## config.mk

```make
export PLATFORM = sky130hd
export DESIGN_NAME = mc_cfg_apb_bridge_flat
export DESIGN_NICKNAME = d
export VERILOG_FILES = /design/src/rtl/mc_cfg_apb_bridge_pkg.sv /design/src/rtl/mc_cfg_apb_bridge_if.sv /design/src/rtl/mc_cfg_apb_bridge_timeout.sv /design/src/rtl/mc_cfg_apb_bridge.sv /design/src/flat_wrapper.sv
export SDC_FILE = /design/constraint.sdc
export NUM_CORES = 1
export LEC_CHECK = 0
export BUFFER_PORTS_ARGS = -buffer_cell sky130_fd_sc_hd__buf_4
export CAP_MARGIN = 20
export CORE_UTILIZATION = 40
export CTS_CLUSTER_DIAMETER = 100
export DETAILED_ROUTE_END_ITERATION = 8
export PLACE_DENSITY = 0.71
export RECOVER_POWER = 100
export SLEW_MARGIN = 20
export SYNTH_ARGS = -nofsm -noshare
export SYNTH_HDL_FRONTEND = slang
export SYNTH_SLANG_ARGS = --single-unit
```

## constraint.sdc

```tcl
create_clock -name clk -period 5.3 [get_ports clk]
set_input_delay 0.795 -clock clk [delete_from_list [all_inputs] [get_ports clk]]
set_output_delay 0.795 -clock clk [all_outputs]
set_load 0.01 [all_outputs]
```

## src/rtl/mc_cfg_apb_bridge_pkg.sv

```systemverilog
// +--------------------------------------------------------------------------+
// | mc_cfg_pkg : shared types and widths for the APB-to-config bridge        |
// | Revision   : 1.0                                                         |
// +--------------------------------------------------------------------------+
`default_nettype none

package mc_cfg_pkg;

   localparam int MC_CFG_ADDR_W = 8;
   localparam int MC_CFG_DATA_W = 32;

   typedef enum logic [2:0] {
      ST_IDLE    = 3'd0,
      ST_WR      = 3'd1,
      ST_RD_ADDR = 3'd2,
      ST_RD_DATA = 3'd3,
      ST_RESP    = 3'd4
   } mc_cfg_state_e;

endpackage

`default_nettype wire

```

## src/rtl/mc_cfg_apb_bridge_if.sv

```systemverilog
// +--------------------------------------------------------------------------+
// | mc_cfg_apb_bridge_if : APB3 host bus plus config-register side signals   |
// | Revision             : 1.0                                               |
// +--------------------------------------------------------------------------+
`default_nettype none

interface mc_cfg_apb_bridge_if #(
   parameter int ADDR_W = 10,
   parameter int DATA_W = 32
);
   logic              psel;
   logic              penable;
   logic              pwrite;
   logic [ADDR_W-1:0] paddr;
   logic [DATA_W-1:0] pwdata;
   logic [DATA_W-1:0] prdata;
   logic              pready;
   logic              pslverr;

   logic [7:0]        cfg_addr;
   logic [DATA_W-1:0] cfg_wdata;
   logic              cfg_we;
   logic [DATA_W-1:0] cfg_rdata;
   logic              cfg_valid;

   modport slave (
      input  psel, penable, pwrite, paddr, pwdata, cfg_rdata, cfg_valid,
      output prdata, pready, pslverr, cfg_addr, cfg_wdata, cfg_we
   );

   modport master (
      output psel, penable, pwrite, paddr, pwdata, cfg_rdata, cfg_valid,
      input  prdata, pready, pslverr, cfg_addr, cfg_wdata, cfg_we
   );
endinterface

`default_nettype wire

```

## src/rtl/mc_cfg_apb_bridge_timeout.sv

```systemverilog
// +--------------------------------------------------------------------------+
// | mc_cfg_timeout : counts cfg_valid-low cycles, flags the TIMEOUT-th one   |
// | Revision       : 1.0                                                     |
// +--------------------------------------------------------------------------+
`default_nettype none

module mc_cfg_timeout #(
   parameter int TIMEOUT = 16
) (
   input  logic clk,
   input  logic reset,
   input  logic clr_i,
   input  logic inc_i,
   output logic expire_o
);

   localparam int                CNT_W  = $clog2(TIMEOUT + 1);
   localparam logic [CNT_W-1:0] C_LAST = CNT_W'(TIMEOUT - 1);

   logic [CNT_W-1:0] cnt_q;

   // Expires on the low cycle that would bring the tally to TIMEOUT.
   assign expire_o = inc_i && (cnt_q == C_LAST);

   always_ff @(posedge clk or negedge reset) begin
      if (!reset) begin
         cnt_q <= '0;
      end else if (clr_i) begin
         cnt_q <= '0;
      end else if (inc_i && !expire_o) begin
         cnt_q <= cnt_q + CNT_W'(1);
      end
   end

endmodule

`default_nettype wire

```

## src/rtl/mc_cfg_apb_bridge.sv

```systemverilog
// +--------------------------------------------------------------------------+
// | mc_cfg_apb_bridge : APB3 slave translating host accesses into single     |
// | config-register accesses. Revision : 1.0                                 |
// +--------------------------------------------------------------------------+
`default_nettype none

module mc_cfg_apb_bridge
   import mc_cfg_pkg::*;
#(
   parameter int ADDR_W  = 10,
   parameter int DATA_W  = MC_CFG_DATA_W,
   parameter int TIMEOUT = 16
) (
   input  logic               clk,
   input  logic               reset,
   mc_cfg_apb_bridge_if.slave bus,
   output logic [7:0]         err_count
);

   mc_cfg_state_e              state_q;
   logic                       err_q;
   logic [DATA_W-1:0]          prdata_q;
   logic [MC_CFG_ADDR_W-1:0]   cfg_addr_q;
   logic [DATA_W-1:0]          cfg_wdata_q;
   logic [7:0]                 err_count_q;
   logic [7:0]                 err_count_d;

   logic                       w_setup;
   logic                       w_wr_ok;
   logic                       w_wait;
   logic                       w_expire;
   logic                       w_pready;
   logic                       w_pslverr;

   assign w_setup   = (state_q == ST_IDLE) && bus.psel && !bus.penable;
   assign w_wr_ok   = (state_q == ST_WR) && bus.cfg_valid;
   assign w_wait    = ((state_q == ST_WR) || (state_q == ST_RD_DATA)) && !bus.cfg_valid;
   assign w_pready  = w_wr_ok || (state_q == ST_RESP);
   assign w_pslverr = (state_q == ST_RESP) && err_q;

   assign bus.pready    = w_pready;
   assign bus.pslverr   = w_pslverr;
   assign bus.cfg_we    = w_wr_ok;
   assign bus.prdata    = prdata_q;
   assign bus.cfg_addr  = cfg_addr_q;
   assign bus.cfg_wdata = cfg_wdata_q;
   assign err_count     = err_count_q;

   mc_cfg_timeout #(
      .TIMEOUT (TIMEOUT)
   ) u_timeout (
      .clk      (clk),
      .reset    (reset),
      .clr_i    (w_setup),
      .inc_i    (w_wait),
      .expire_o (w_expire)
   );

   always_comb begin
      err_count_d = err_count_q;
      if (w_pready && w_pslverr && (err_count_q != 8'hFF)) begin
         err_count_d = err_count_q + 8'd1;
      end
   end

   always_ff @(posedge clk or negedge reset) begin
      if (!reset) begin
         state_q     <= ST_IDLE;
         err_q       <= 1'b0;
         prdata_q    <= '0;
         cfg_addr_q  <= '0;
         cfg_wdata_q <= '0;
         err_count_q <= '0;
      end else begin
         err_count_q <= err_count_d;
         case (state_q)
            ST_IDLE: begin
               if (w_setup) begin
                  cfg_addr_q  <= bus.paddr[ADDR_W-1:2];
                  cfg_wdata_q <= bus.pwdata;
                  if (bus.paddr[1:0] != 2'b00) begin
                     err_q   <= 1'b1;
                     state_q <= ST_RESP;
                  end else begin
                     err_q   <= 1'b0;
                     state_q <= bus.pwrite ? ST_WR : ST_RD_ADDR;
                  end
               end
            end
            ST_WR: begin
               // A valid on the last counted cycle completes the write.
               if (bus.cfg_valid) begin
                  state_q <= ST_IDLE;
               end else if (w_expire) begin
                  err_q   <= 1'b1;
                  state_q <= ST_RESP;
               end
            end
            ST_RD_ADDR: begin
               state_q <= ST_RD_DATA;
            end
            ST_RD_DATA: begin
               if (bus.cfg_valid) begin
                  prdata_q <= bus.cfg_rdata;
                  err_q    <= 1'b0;
                  state_q  <= ST_RESP;
               end else if (w_expire) begin
                  prdata_q <= '0;
                  err_q    <= 1'b1;
                  state_q  <= ST_RESP;
               end
            end
            ST_RESP: begin
               state_q <= ST_IDLE;
            end
            default: begin
               state_q <= ST_IDLE;
            end
         endcase
      end
   end

endmodule

`default_nettype wire

```

## src/flat_wrapper.sv

```systemverilog
// flat-port wrapper written by rule: the top's interface ports become plain ports
module mc_cfg_apb_bridge_flat import mc_cfg_pkg::*;
#(
   parameter int ADDR_W  = 10,
   parameter int DATA_W  = MC_CFG_DATA_W,
   parameter int TIMEOUT = 16
)
  (clk, reset, err_count, bus_psel, bus_penable, bus_pwrite, bus_paddr, bus_pwdata, bus_cfg_rdata, bus_cfg_valid, bus_prdata, bus_pready, bus_pslverr, bus_cfg_addr, bus_cfg_wdata, bus_cfg_we);
  mc_cfg_apb_bridge_if #(.ADDR_W(ADDR_W), .DATA_W(DATA_W)) bus_i ();
  input  logic clk;
  input  logic reset;
  output logic [7:0] err_count;
  input wire logic [$bits(bus_i.psel)-1:0] bus_psel;
  input wire logic [$bits(bus_i.penable)-1:0] bus_penable;
  input wire logic [$bits(bus_i.pwrite)-1:0] bus_pwrite;
  input wire logic [$bits(bus_i.paddr)-1:0] bus_paddr;
  input wire logic [$bits(bus_i.pwdata)-1:0] bus_pwdata;
  input wire logic [$bits(bus_i.cfg_rdata)-1:0] bus_cfg_rdata;
  input wire logic [$bits(bus_i.cfg_valid)-1:0] bus_cfg_valid;
  output wire logic [$bits(bus_i.prdata)-1:0] bus_prdata;
  output wire logic [$bits(bus_i.pready)-1:0] bus_pready;
  output wire logic [$bits(bus_i.pslverr)-1:0] bus_pslverr;
  output wire logic [$bits(bus_i.cfg_addr)-1:0] bus_cfg_addr;
  output wire logic [$bits(bus_i.cfg_wdata)-1:0] bus_cfg_wdata;
  output wire logic [$bits(bus_i.cfg_we)-1:0] bus_cfg_we;
  assign bus_i.psel = bus_psel;
  assign bus_i.penable = bus_penable;
  assign bus_i.pwrite = bus_pwrite;
  assign bus_i.paddr = bus_paddr;
  assign bus_i.pwdata = bus_pwdata;
  assign bus_i.cfg_rdata = bus_cfg_rdata;
  assign bus_i.cfg_valid = bus_cfg_valid;
  assign bus_prdata = bus_i.prdata;
  assign bus_pready = bus_i.pready;
  assign bus_pslverr = bus_i.pslverr;
  assign bus_cfg_addr = bus_i.cfg_addr;
  assign bus_cfg_wdata = bus_i.cfg_wdata;
  assign bus_cfg_we = bus_i.cfg_we;
  mc_cfg_apb_bridge #(.ADDR_W(ADDR_W), .DATA_W(DATA_W), .TIMEOUT(TIMEOUT)) u_core (.clk(clk), .reset(reset), .bus(bus_i), .err_count(err_count));
endmodule
```

==> qor.yml <==
status: "complete, no violations"
cp_cell_sequence: "ha_1 > and3_1 > ha_1 > nor2_1 > nand3b_1 > clkbuf_1 > clkbuf_1 > a22o_1"
start_kind: "flop"
cts_made_buffers: 9
hp-class: "reg -> reg"
ctsHoldBuffers: 0
fmax_mhz: 350
grt_max_degree: 90
final_nets: 499
drt-pass1-iter-count: 4
rows: 34
insertion_delay_ns: 0.34
portBuffers: 162
ys_types: 33
avgRoutedWirePerCell_um: 14.8
fillerInstances: 792
syn_area_per_cell_um2: 14.0
crit_required_ns: 5.58
vias_per_cell: 5.01
critPathKind: "reg -> reg"
routed_wl_um: 7840
grt_setup_unrepaired: "false"
finalMaxSlewViolations: 0
drcViolationCount: 0
grt_pass1_vias: 2562
h-tree-depth: 3
cts_buffer_depth: 2
cts_root_buf: "clkbuf_8"
antenna-diode-count: 0
worst-slew-pin-transition_ns: 1.01
powerDensity_nw_per_um2: 352
antenna_found_initial: 0
fin_crit_sh_pct: 53.8
end_kind: "flop"
dp.cells: 513
place_congestion: 0.777
hold_violations: 0
period_needed_ns: 2.85
clock_skew_ns: 0.0127
grt_pass1_wl_um: 11800
syn-instance-count: 256
worst_path_dominant_cell_family: "buffers and inverters"
syn_nets: 339
die_area_um2: 9320
crit_slowest_cell: "clkbuf_1"
die_x_um: 96.5
cap_viol_max_count: 0
synth-seq-area-share_pct: 62.3
ys_ff_latch: 89
crit_arrival_ns: 3.13
critPathBufInv: 2
clock-sinks: 89
syn_to_final_growth_pct: 32.8
ir_drop_uv: 112
core_um2: 8680
yosysWarnings: 0
postCtsResizedCells: 0
slew_headroom_pct: 32.5
initial_core_util_pct: 41.2
drtAntennaViolNets: 0
num_vias: 2651
first_iter_violations: 70
cp_max_fo: 19
drive_gt1_share_pct: 33.3
fp.dieH_um: 96.5
leakage_nw: 2.14
cts_setup_buffers: 0
cpPeakStageDelay_ns: 0.64
fin_cells: 529
finalSetupViolations: 0
hpwlAfterDp_um: 5660
grt_overflow: 0
cts_tree: "built"
fin_tns_setup_ns: 0
io_pins: 163
clk_pin_slew_ns: 0.08
grt_util_all_layers_pct: 16.8
syn-cell-area_um2: 3570
-- layout by cell type (no fill, tap or decap), types with 3 or more instances in the layout --
cell and instances:
clkinv_2 3, ha_1 3, a221oi_1 4, nand3_1 5, buf_4 78, mux2_2 44
and3_1 3, dfrtp_1 89, nand2_1 6, nand2b_1 3, nor2_1 5, nor3_1 3
a21oi_1 4, xnor2_1 4, clkbuf_1 86, nand3b_1 4, nor2b_1 3, clkbuf_8 9
a22o_1 32, inv_1 5, o21ai_0 7
-- stage by stage --
stage               hold WS, ns  total power [mW]  area [um2]  setup WS [ns]  util (%)
CTS                       0.516              1.78        5070           2.93      58.4
detailed placement        0.493              1.28        4860           2.83      56.0
finish                    0.505              1.67        4750           2.45      54.7
global placement          0.489              1.27        4830           2.76      55.7
global route              0.518              1.78        4750           2.13      54.7
floorplan                 0.499              1.04        3570           3.15         -
-- worst paths after layout --
path / from / to / slack (ns) / cells past startpoint
worst max-delay path: u_core.u_timeout.cnt_q[0] / u_core.bus.prdata[22] / 2.45 / 8
worst min-delay path: u_core.bus.prdata[12] / u_core.bus.prdata[12] / 0.50 / 1
worst min register to register: u_core.bus.prdata[12] / u_core.bus.prdata[12] / 0.50 / 1
max in group asynchronous: reset / u_core.err_count[6] / 4.26 / 1
min in group asynchronous: reset / u_core.bus.cfg_addr[5] / 0.51 / 1
worst max register to register: u_core.u_timeout.cnt_q[0] / u_core.bus.prdata[22] / 2.45 / 8
-- cells by family (layout without fill, tap and decap cells) --
| family | after synthesis | in the layout | synth area share, % |
|---|---|---|---|
| mux | 45 | 45 | 14.1 |
| buf+inv | 20 | 185 | 3.25 |
| flops | 89 | 89 | 62.3 |
| simple gates | 42 | 42 | 6.62 |
| fa+ha+maj | 3 | 3 | 1.05 |
| compound gates | 52 | 52 | 11.4 |
| xor+xnor | 5 | 5 | 1.23 |
-- report_power, final --
group	internal (mW)	switching (mW)
Clock	0.263	0.227
Combinational	0.169	0.163
Sequential	0.780	0.0698
-- cell usage after synthesis --
| master | count | area share [%] |
|---|---|---|
| dfrtp_1 | 89 | 62 |
| mux2_2 | 44 | 14 |
| a22o_1 | 32 | 7.8 |
| o21ai_0 | 7 | 0.98 |
| clkbuf_1 | 6 | 0.63 |
| nand2_1 | 6 | 0.63 |
| nor2_1 | 6 | 0.63 |
| inv_1 | 5 | 0.53 |
| nand3_1 | 5 | 0.70 |
| a21oi_1 | 4 | 0.56 |
| a221oi_1 | 4 | 0.98 |
| buf_6 | 4 | 1.3 |
| nand3b_1 | 4 | 0.84 |
| xnor2_1 | 4 | 0.98 |
| and3_1 | 3 | 0.53 |
| buf_2 | 3 | 0.42 |
| ha_1 | 3 | 1.1 |
| nand2b_1 | 3 | 0.53 |
| nor2b_1 | 3 | 0.53 |
| nor3_1 | 3 | 0.42 |
| and2_1 | 2 | 0.35 |
| buf_4 | 2 | 0.42 |
| nand4_1 | 2 | 0.35 |
| o211ai_1 | 2 | 0.42 |
| or3_1 | 2 | 0.35 |
| a2111oi_0 | 1 | 0.25 |
| a211oi_1 | 1 | 0.21 |
| mux2i_1 | 1 | 0.28 |
| nand4bb_1 | 1 | 0.31 |
| nor4_1 | 1 | 0.18 |
| o22ai_1 | 1 | 0.18 |
| or4b_1 | 1 | 0.28 |
| xor2_1 | 1 | 0.25 |
-- sequential cells by signal, summed over array words and instances (netlist names) --
signal / count
u_core.bus.cfg_wdata: 32
u_core.bus.prdata: 32
u_core.bus.cfg_addr: 8
u_core.err_count: 8
u_core.u_timeout.cnt_q: 5
u_core.state_q: 3
u_core.err_q: 1
-- worst register-to-register path: cells and delay by family, from the launching register on --
family	cells	cell delay [ns]
buf+inv	2	1.18
compound gates	1	0.25
flops	1	0.41
fa+ha+maj	2	0.43
simple gates	3	0.54
-- cell type report --
class                   count  area [um2]  share of cell area [%]
well taps                 108         135                    2.85
clock buffers              10         128                    2.69
flip-flops and latches     89        2230                    46.9
inverters                   5        18.8                   0.395
multi-input cells         147        1240                    26.1
repair buffers            164         916                    19.3
clock inverters             6        82.6                    1.74
-- per-layer routing --
| metal | wire length [um] | vias up | global-route usage, % |
|---|---|---|---|
| met5 | 0 | - | 0 |
| met4 | 93 | 0 | 6.62 |
| met3 | 890 | 9 | 5.71 |
| met2 | 3550 | 131 | 27.3 |
| met1 | 3310 | 1259 | 20.5 |
| li1 | - | 1252 | - |
No activity file was read; power rests on OpenSTA's default activity.
